==> src/rtl/uart_tx_fifo.sv <==
// uart_tx_fifo: byte FIFO with optional LF->CRLF expansion feeding uart_tx
// Ports: wr_en/wr_data push side (wr_full, level, sticky overflow cleared by ovf_clr);
//        tx_req/tx_data held until a tx_ready pulse from uart_tx.
module uart_tx_fifo #(
  parameter int DEPTH       = 16,
  parameter bit CRLF_EXPAND = 1'b1
) (
  input  logic                     clk,
  input  logic                     reset_n,
  input  logic                     wr_en,
  input  logic [7:0]               wr_data,
  output logic                     wr_full,
  output logic [$clog2(DEPTH):0]   level,
  output logic                     overflow,
  input  logic                     ovf_clr,
  output logic                     tx_req,
  output logic [7:0]               tx_data,
  input  logic                     tx_ready
);
  localparam int AW = $clog2(DEPTH);
  typedef enum logic [1:0] {EMPTY, HOLD, CR_PEND} state_e;
  state_e        state_q, state_d;
  logic [7:0]    mem_q [DEPTH];
  logic [AW-1:0] wr_ptr_q, rd_ptr_q;
  logic [AW:0]   count_q, count_d;
  logic [7:0]    data_q, data_d, head;
  logic          ovf_q, ovf_d, push, pop, lf;
  assign wr_full  = count_q == (AW+1)'(DEPTH);
  assign push     = wr_en && !wr_full;
  assign head     = mem_q[rd_ptr_q];
  assign lf       = CRLF_EXPAND && head == 8'h0A;
  assign count_d  = count_q + (AW+1)'(push) - (AW+1)'(pop);
  // a rejected push wins over a simultaneous clear
  assign ovf_d    = (wr_en && wr_full) || (ovf_q && !ovf_clr);
  assign level    = count_q;
  assign overflow = ovf_q;
  assign tx_req   = state_q != EMPTY;
  assign tx_data  = data_q;
  always_comb begin
    state_d = state_q;
    data_d  = data_q;
    pop     = 1'b0;
    if (state_q == EMPTY || (state_q == HOLD && tx_ready)) begin
      if (count_q != '0) begin
        pop     = 1'b1;
        data_d  = lf ? 8'h0D : head;
        state_d = lf ? CR_PEND : HOLD;
      end else begin
        state_d = EMPTY;
      end
    end else if (state_q == CR_PEND && tx_ready) begin
      data_d  = 8'h0A;
      state_d = HOLD;
    end
  end
  always_ff @(posedge clk) begin
    if (push) mem_q[wr_ptr_q] <= wr_data;
  end
  always_ff @(posedge clk or negedge reset_n) begin
    if (!reset_n) begin
      state_q  <= EMPTY;
      data_q   <= 8'h00;
      wr_ptr_q <= '0;
      rd_ptr_q <= '0;
      count_q  <= '0;
      ovf_q    <= 1'b0;
    end else begin
      state_q  <= state_d;
      data_q   <= data_d;
      wr_ptr_q <= wr_ptr_q + AW'(push);
      rd_ptr_q <= rd_ptr_q + AW'(pop);
      count_q  <= count_d;
      ovf_q    <= ovf_d;
    end
  end
endmodule

==> config.mk <==
export PLATFORM = sky130hd
export DESIGN_NAME = uart_tx_fifo
export DESIGN_NICKNAME = d
export VERILOG_FILES = /design/src/rtl/uart_tx_fifo.sv
export SDC_FILE = /design/constraint.sdc
export NUM_CORES = 1
export LEC_CHECK = 0
export CORE_MARGIN = 8
export CORE_UTILIZATION = 50
export CTS_CLUSTER_SIZE = 25
export DETAILED_ROUTE_END_ITERATION = 6
export GPL_TIMING_DRIVEN = 1
export PLACE_DENSITY = 0.78
export SLEW_MARGIN = 20
export SYNTH_ARGS = -nofsm -noshare
export SYNTH_HDL_FRONTEND = slang
export SYNTH_SLANG_ARGS = --single-unit
==> constraint.sdc <==
create_clock -name clk -period 5.3 [get_ports clk]
set_input_delay 0.53 -clock clk [delete_from_list [all_inputs] [get_ports clk]]
set_output_delay 0.53 -clock clk [all_outputs]
set_load 0.005 [all_outputs]
Yosys cells after proc, flatten, opt, wreduce, memory -nomap -nowiden

Memory sizes are Yosys's and may differ from the RTL's.
Cells that the tools add are included.

Flip-flop bits (word level): 24
RAM bits: 128
Word-level logic and storage cells: 42
Memories kept: 1

Add/sub/neg operators: 4
Equal/unequal tests: 5
Multiplexer cells: 12
Reduce and logical (&&, ||, !) cells: 14

Memories:

| name  | words | bits a word | rd ports | clocked after Yosys merged registers in | write ports | RTL line | text |
|---|---|---|---|---|---|---|---|
| mem_q | 16    | 8           | 1        | 0                                       | 1           | 23       | `logic [7:0] mem_q [DEPTH];` |

Operator list:

| operator                                             | number |
|---|---|
| two-way mux 8 bit                                    | 4 |
| adder 4 x 1 -> 4 bit                                 | 2 |
| equality test 8 x 4 -> 1 bit (second input constant) | 1 |
| two-way mux 2 bit                                    | 4 |
| adder 5 x 1 -> 5 bit                                 | 1 |
| equality test 5 bit (second input constant)          | 1 |
| logical AND 1 bit                                    | 5 |
| nonzero test 5 bit                                   | 1 |
| subtractor 5 x 1 -> 5 bit                            | 1 |
| two-way mux 1 bit                                    | 4 |
| nonzero test 2 bit                                   | 2 |
| equality test 2 x 1 -> 1 bit (second input constant) | 1 |
| equality test 2 bit (second input constant)          | 1 |
| logical NOT 1 bit                                    | 2 |
| logical NOT 2 bit                                    | 1 |
| logical OR 1 bit                                     | 2 |
| != test 2 x 1 -> 1 bit (second input constant)       | 1 |
| AND reduction 2 bit                                  | 1 |

Logic depth before layout (Yosys ltp)

Depth in word-level cells: 5
Gate-level depth with buffers: 16
Mapped depth without buffers: 15

Worst setup path after synthesis

Ideal clock, no wire load.

Path kind: register to register
From: register count_q[2], in the netlist level[2]
To: register count_q[4], in the netlist level[4]
Library setup time: 125 ps
Arrival time: 2611 ps
Data required time: 5175 ps
Slack: 2564 ps
Cell stages (with the launch flop): 17
Buffers on the path: 1
Clock period less this slack: 2736 ps
Cells stage by stage: dfrtp_1 inv_1 ha_1 nand2_1 o22ai_1 nor2_1 clkbuf_1 ha_1 inv_1 ha_1 inv_1 fa_1 inv_1 a21oi_1 nor2_1 nor2_1 xnor2_1

Cells in the longest elaborated chain, start to end: 5
Elaborated cells between the ends (all ways): 8
Classes of those cells: add/sub: 2; eq/ne: 1; mux: 2; reduce/logical: 3

Ends and longest elaborated chain:

| element                       | RTL line | text |
|---|---|---|
| from (decl)                   | 25       | `logic [AW:0] count_q, count_d;` |
| from (signal assigned)        | 72       | `count_q <= count_d;` |
| equality test 5 bit           | 28       | `assign wr_full = count_q == (AW+1)'(DEPTH);` |
| logical NOT 1 bit             | 29       | `assign push = wr_en && !wr_full;` |
| logical AND 1 bit             | 29       |  |
| adder 5 x 1 -> 5 bit          | 32       | `assign count_d = count_q + (AW+1)'(push) - (AW+1)'(pop);` |
| subtractor 5 x 1 -> 5 bit (*) | 32       |  |
| via count_d[4]                | 25       |  |

The timed path passes the listed nets; every way through them passes the cells marked *.
A chain may end at the register's enable or synchronous reset.

Worst setup path in the final report

From: register rd_ptr_q[0]
To: register state_q[0]

Cells in the longest elaborated chain, start to end: 5

Ends and longest elaborated chain:

| element                      | RTL line | text |
|---|---|---|
| from (decl)                  | 24       | `logic [AW-1:0] wr_ptr_q, rd_ptr_q;` |
| from (signal assigned)       | 71       | `rd_ptr_q <= rd_ptr_q + AW'(pop);` |
| memory (16 x 8 bit)          | -        |  |
| equality test 8 x 4 -> 1 bit | 31       | `assign lf = CRLF_EXPAND && head == 8'h0A;` |
| two-way mux 2 bit            | 47       | `state_d = lf ? CR_PEND : HOLD;` |
| two-way mux 2 bit            | 44       | `if (count_q != '0) begin` |
| two-way mux 2 bit            | 43       | `if (state_q == EMPTY \|\| (state_q == HOLD && tx_ready)) begin` |
| to (signal assigned)         | 68       | `state_q <= state_d;` |
| to (decl)                    | 22       | `state_e state_q, state_d;` |

No other way between the ends.

==> metrics.cfg <==
[synthesis]
syn_area_sq_um = 6140
ys.flop_type = edfxtp_1
synth_nets = 361
ys_seq_area_share_pct = 72.4
syn_inst = 337
ys_seq_elements = 152
synth_area_leader_cell = edfxtp_1
yosys_warnings = 0
ys_types = 38
synth_common_cells = edfxtp_1, dfrtp_1, nand2_1, nor2_1, mux4_2
synth.most_common_cell = edfxtp_1
synth.area.top_cells = edfxtp_1, dfrtp_1, mux4_2
synth.top_cell.area_share_pct = 62.6
syn_avg_cell_area_sq_um = 18.2
async_reset_ff_share_pct = 15.8
synth_edf_count = 128

[sta]
fin_crit_ps = 2980
tns_ps = 0
max_freq_ghz = 0.336
post-route-period-util_pct = 56.2
rsz0062_at_grt = no
worstMarginPinSlew_ps = 1020
relSlewSlack_pct = 31.7
final-setup-viol-count = 0
finalMaxSlewViolations = 0
hold_violations = 0
fin_hold_ws_ps = 91.5
final.setup_skew_ps = 10.0

[floorplanning]
die_h_um = 127
die_area_sq_um = 16100
rows = 40
die_w_um = 127
core_sq_um = 12000
start_util_pct = 51.1
ios = 29

[place]
dp_hpwl_um = 7550
io_buffers = 28
routabilityCongestion = 0.766
numPlacedInstances = 505

[worst_setup_path]
crit_chain = mux4_2 -> a22oi_1 -> nand3_1 -> nor4b_2 -> nand2_2 -> a221o_1
slowest_stage = dfrtp_2
reg2reg_from = rd_ptr_q[0]
end_kind = flip-flop
worst-path-buf-inv = 0
crit_arrival_ps = 3290
cp_max_fo = 29
cp_data_required_time_ps = 5610
worstSetupPathType = flip-flop to flip-flop
critPathMaxStageDelay_ps = 970
setup.worst_path.start_class = flip-flop
cp_top_family = flip-flops
startpoint = rd_ptr_q[0]

[layout]
nets = 401
antenna_cells = 0
seq_area_sq_um = 4450
fillers = 850
syn2layout_area_growth_pct = 17.0
layout-drive-gt1-share_pct = 15.9
multi_input_area_sq_um = 1560
stdcell_count = 537

[global_route]
grt_first_pass_wirelength_um = 18300
grt-ovfl-total = 0
gr-usage-met3_pct = 5.40
grt-busiest-layer = met2
gr-usage-met1_pct = 18.2
grt_pass1_vias = 3285
grt_use_total_pct = 15.5
grt_max_degree = 30
antenna_found_initial = 0
grtUsageMet2_pct = 25.6

[cts]
post_cts_buffers = 0
cts-root-buf = clkbuf_16
cts_buffer_depth = 2
htree_levels = 4
cts-resized-gates = 0
cts_tree = yes
clock_sinks = 152
clkLatencyLatePin_ps = 430
numCtsBuffers = 17
cts-hold-fix-buffers = 0
path_clk_slew_ps = 60

[job]
max-cap-violations = 0

[drt]
wl_um = 11800
drcViolationCount = 0
ant_nets = 0
vias_per_cell = 6.02
dr_total_vias = 3235
first_pass_iters = 5
wl_per_cell_um = 22.0
drt-initial-drc-count = 370

[run_status]
outcome = finished clean

[min_path]
min-delay-path-class = primary input to async pin

[power_and_ir_drop]
p_leak_nw = 2.52
total_power_mw = 4.11
vdd_drop_max_mv = 0.293
p_per_area_nw_per_um2 = 571

==> cell families after synthesis <==
family,after synthesis,share of synthesized area (%)
AO/OA/AOI/OAI,26,2.71
XOR/XNOR,8,1.14
adder cells (fa/ha/maj),11,2.36
buffers and inverters,25,2.30
flip-flops,152,72.4
multiplexers,32,12.5
AND/OR/NAND/NOR,83,6.60
==> path summary, 6_finish.rpt <==
check | to | slack [ps] | cells after the start
setup / recovery | state_q[0] | 2320 | 6
hold / removal | state_q[0] | 90 | 1
setup reg to reg | state_q[0] | 2320 | 6
hold reg to reg | tx_data[1] | 540 | 2
max in group asynchronous | rd_ptr_q[0] | 4810 | 1
min in group clk | tx_data[1] | 540 | 2
==> cells in the final DEF, fill, tap and decap left out, types with 3 or more instances in the layout <==
cell / n
edfxtp_1: 128
clkdlybuf4s50_1: 27
dfrtp_1: 23
nor2_1: 21
nand2_1: 21
mux4_2: 19
nand3_1: 17
clkbuf_16: 17
mux4_1: 13
inv_1: 11
ha_1: 10
a22oi_1: 8
a21oi_1: 7
buf_4: 7
nor3_1: 6
xnor2_1: 5
o21ai_0: 5
bufinv_16: 5
and3_1: 4
clkinv_2: 4
nor2b_1: 3
xor2_1: 3
==> power breakdown <==
group | switching [mW] | internal [mW] | total [mW]
combinational | 0.539 | 0.572 | 1.11
sequential | 0.214 | 1.50 | 1.71
clock | 0.455 | 0.829 | 1.28
==> metrics by stage <==
stage / util, % / area, sq um / setup slack, ps
floorplan: - / 6140 / 2560
global placement: 54.6 / 6560 / 2320
detailed placement: 54.6 / 6560 / 2260
CTS: 59.9 / 7190 / 2290
global route: 59.8 / 7190 / 2160
finish: 59.8 / 7190 / 2320
==> metal layers <==
metal | share of wire, % | vias up
li1 | - | 1419
met1 | 40 | 1649
met2 | 51 | 153
met3 | 7.9 | 14
met4 | 1.4 | 0
met5 | 0 | -
==> state kept, by name, indices dropped and copies added (netlist names) <==
| register | flops |
|---|---|
| mem_q | 128 |
| level | 5 |
| overflow | 1 |
| wr_ptr_q | 4 |
| state_q | 2 |
| tx_data | 8 |
| rd_ptr_q | 4 |
==> cell type report <==
type	instances	share of cell area [%]
sequential	152	61.9
multi-input combinational	160	21.7
clock buffer	18	5.97
timing repair buffer	35	4.56
clock inverter	14	2.82
tap	147	2.56
inverter	11	0.575
No activity file was read; power rests on OpenSTA's default activity.
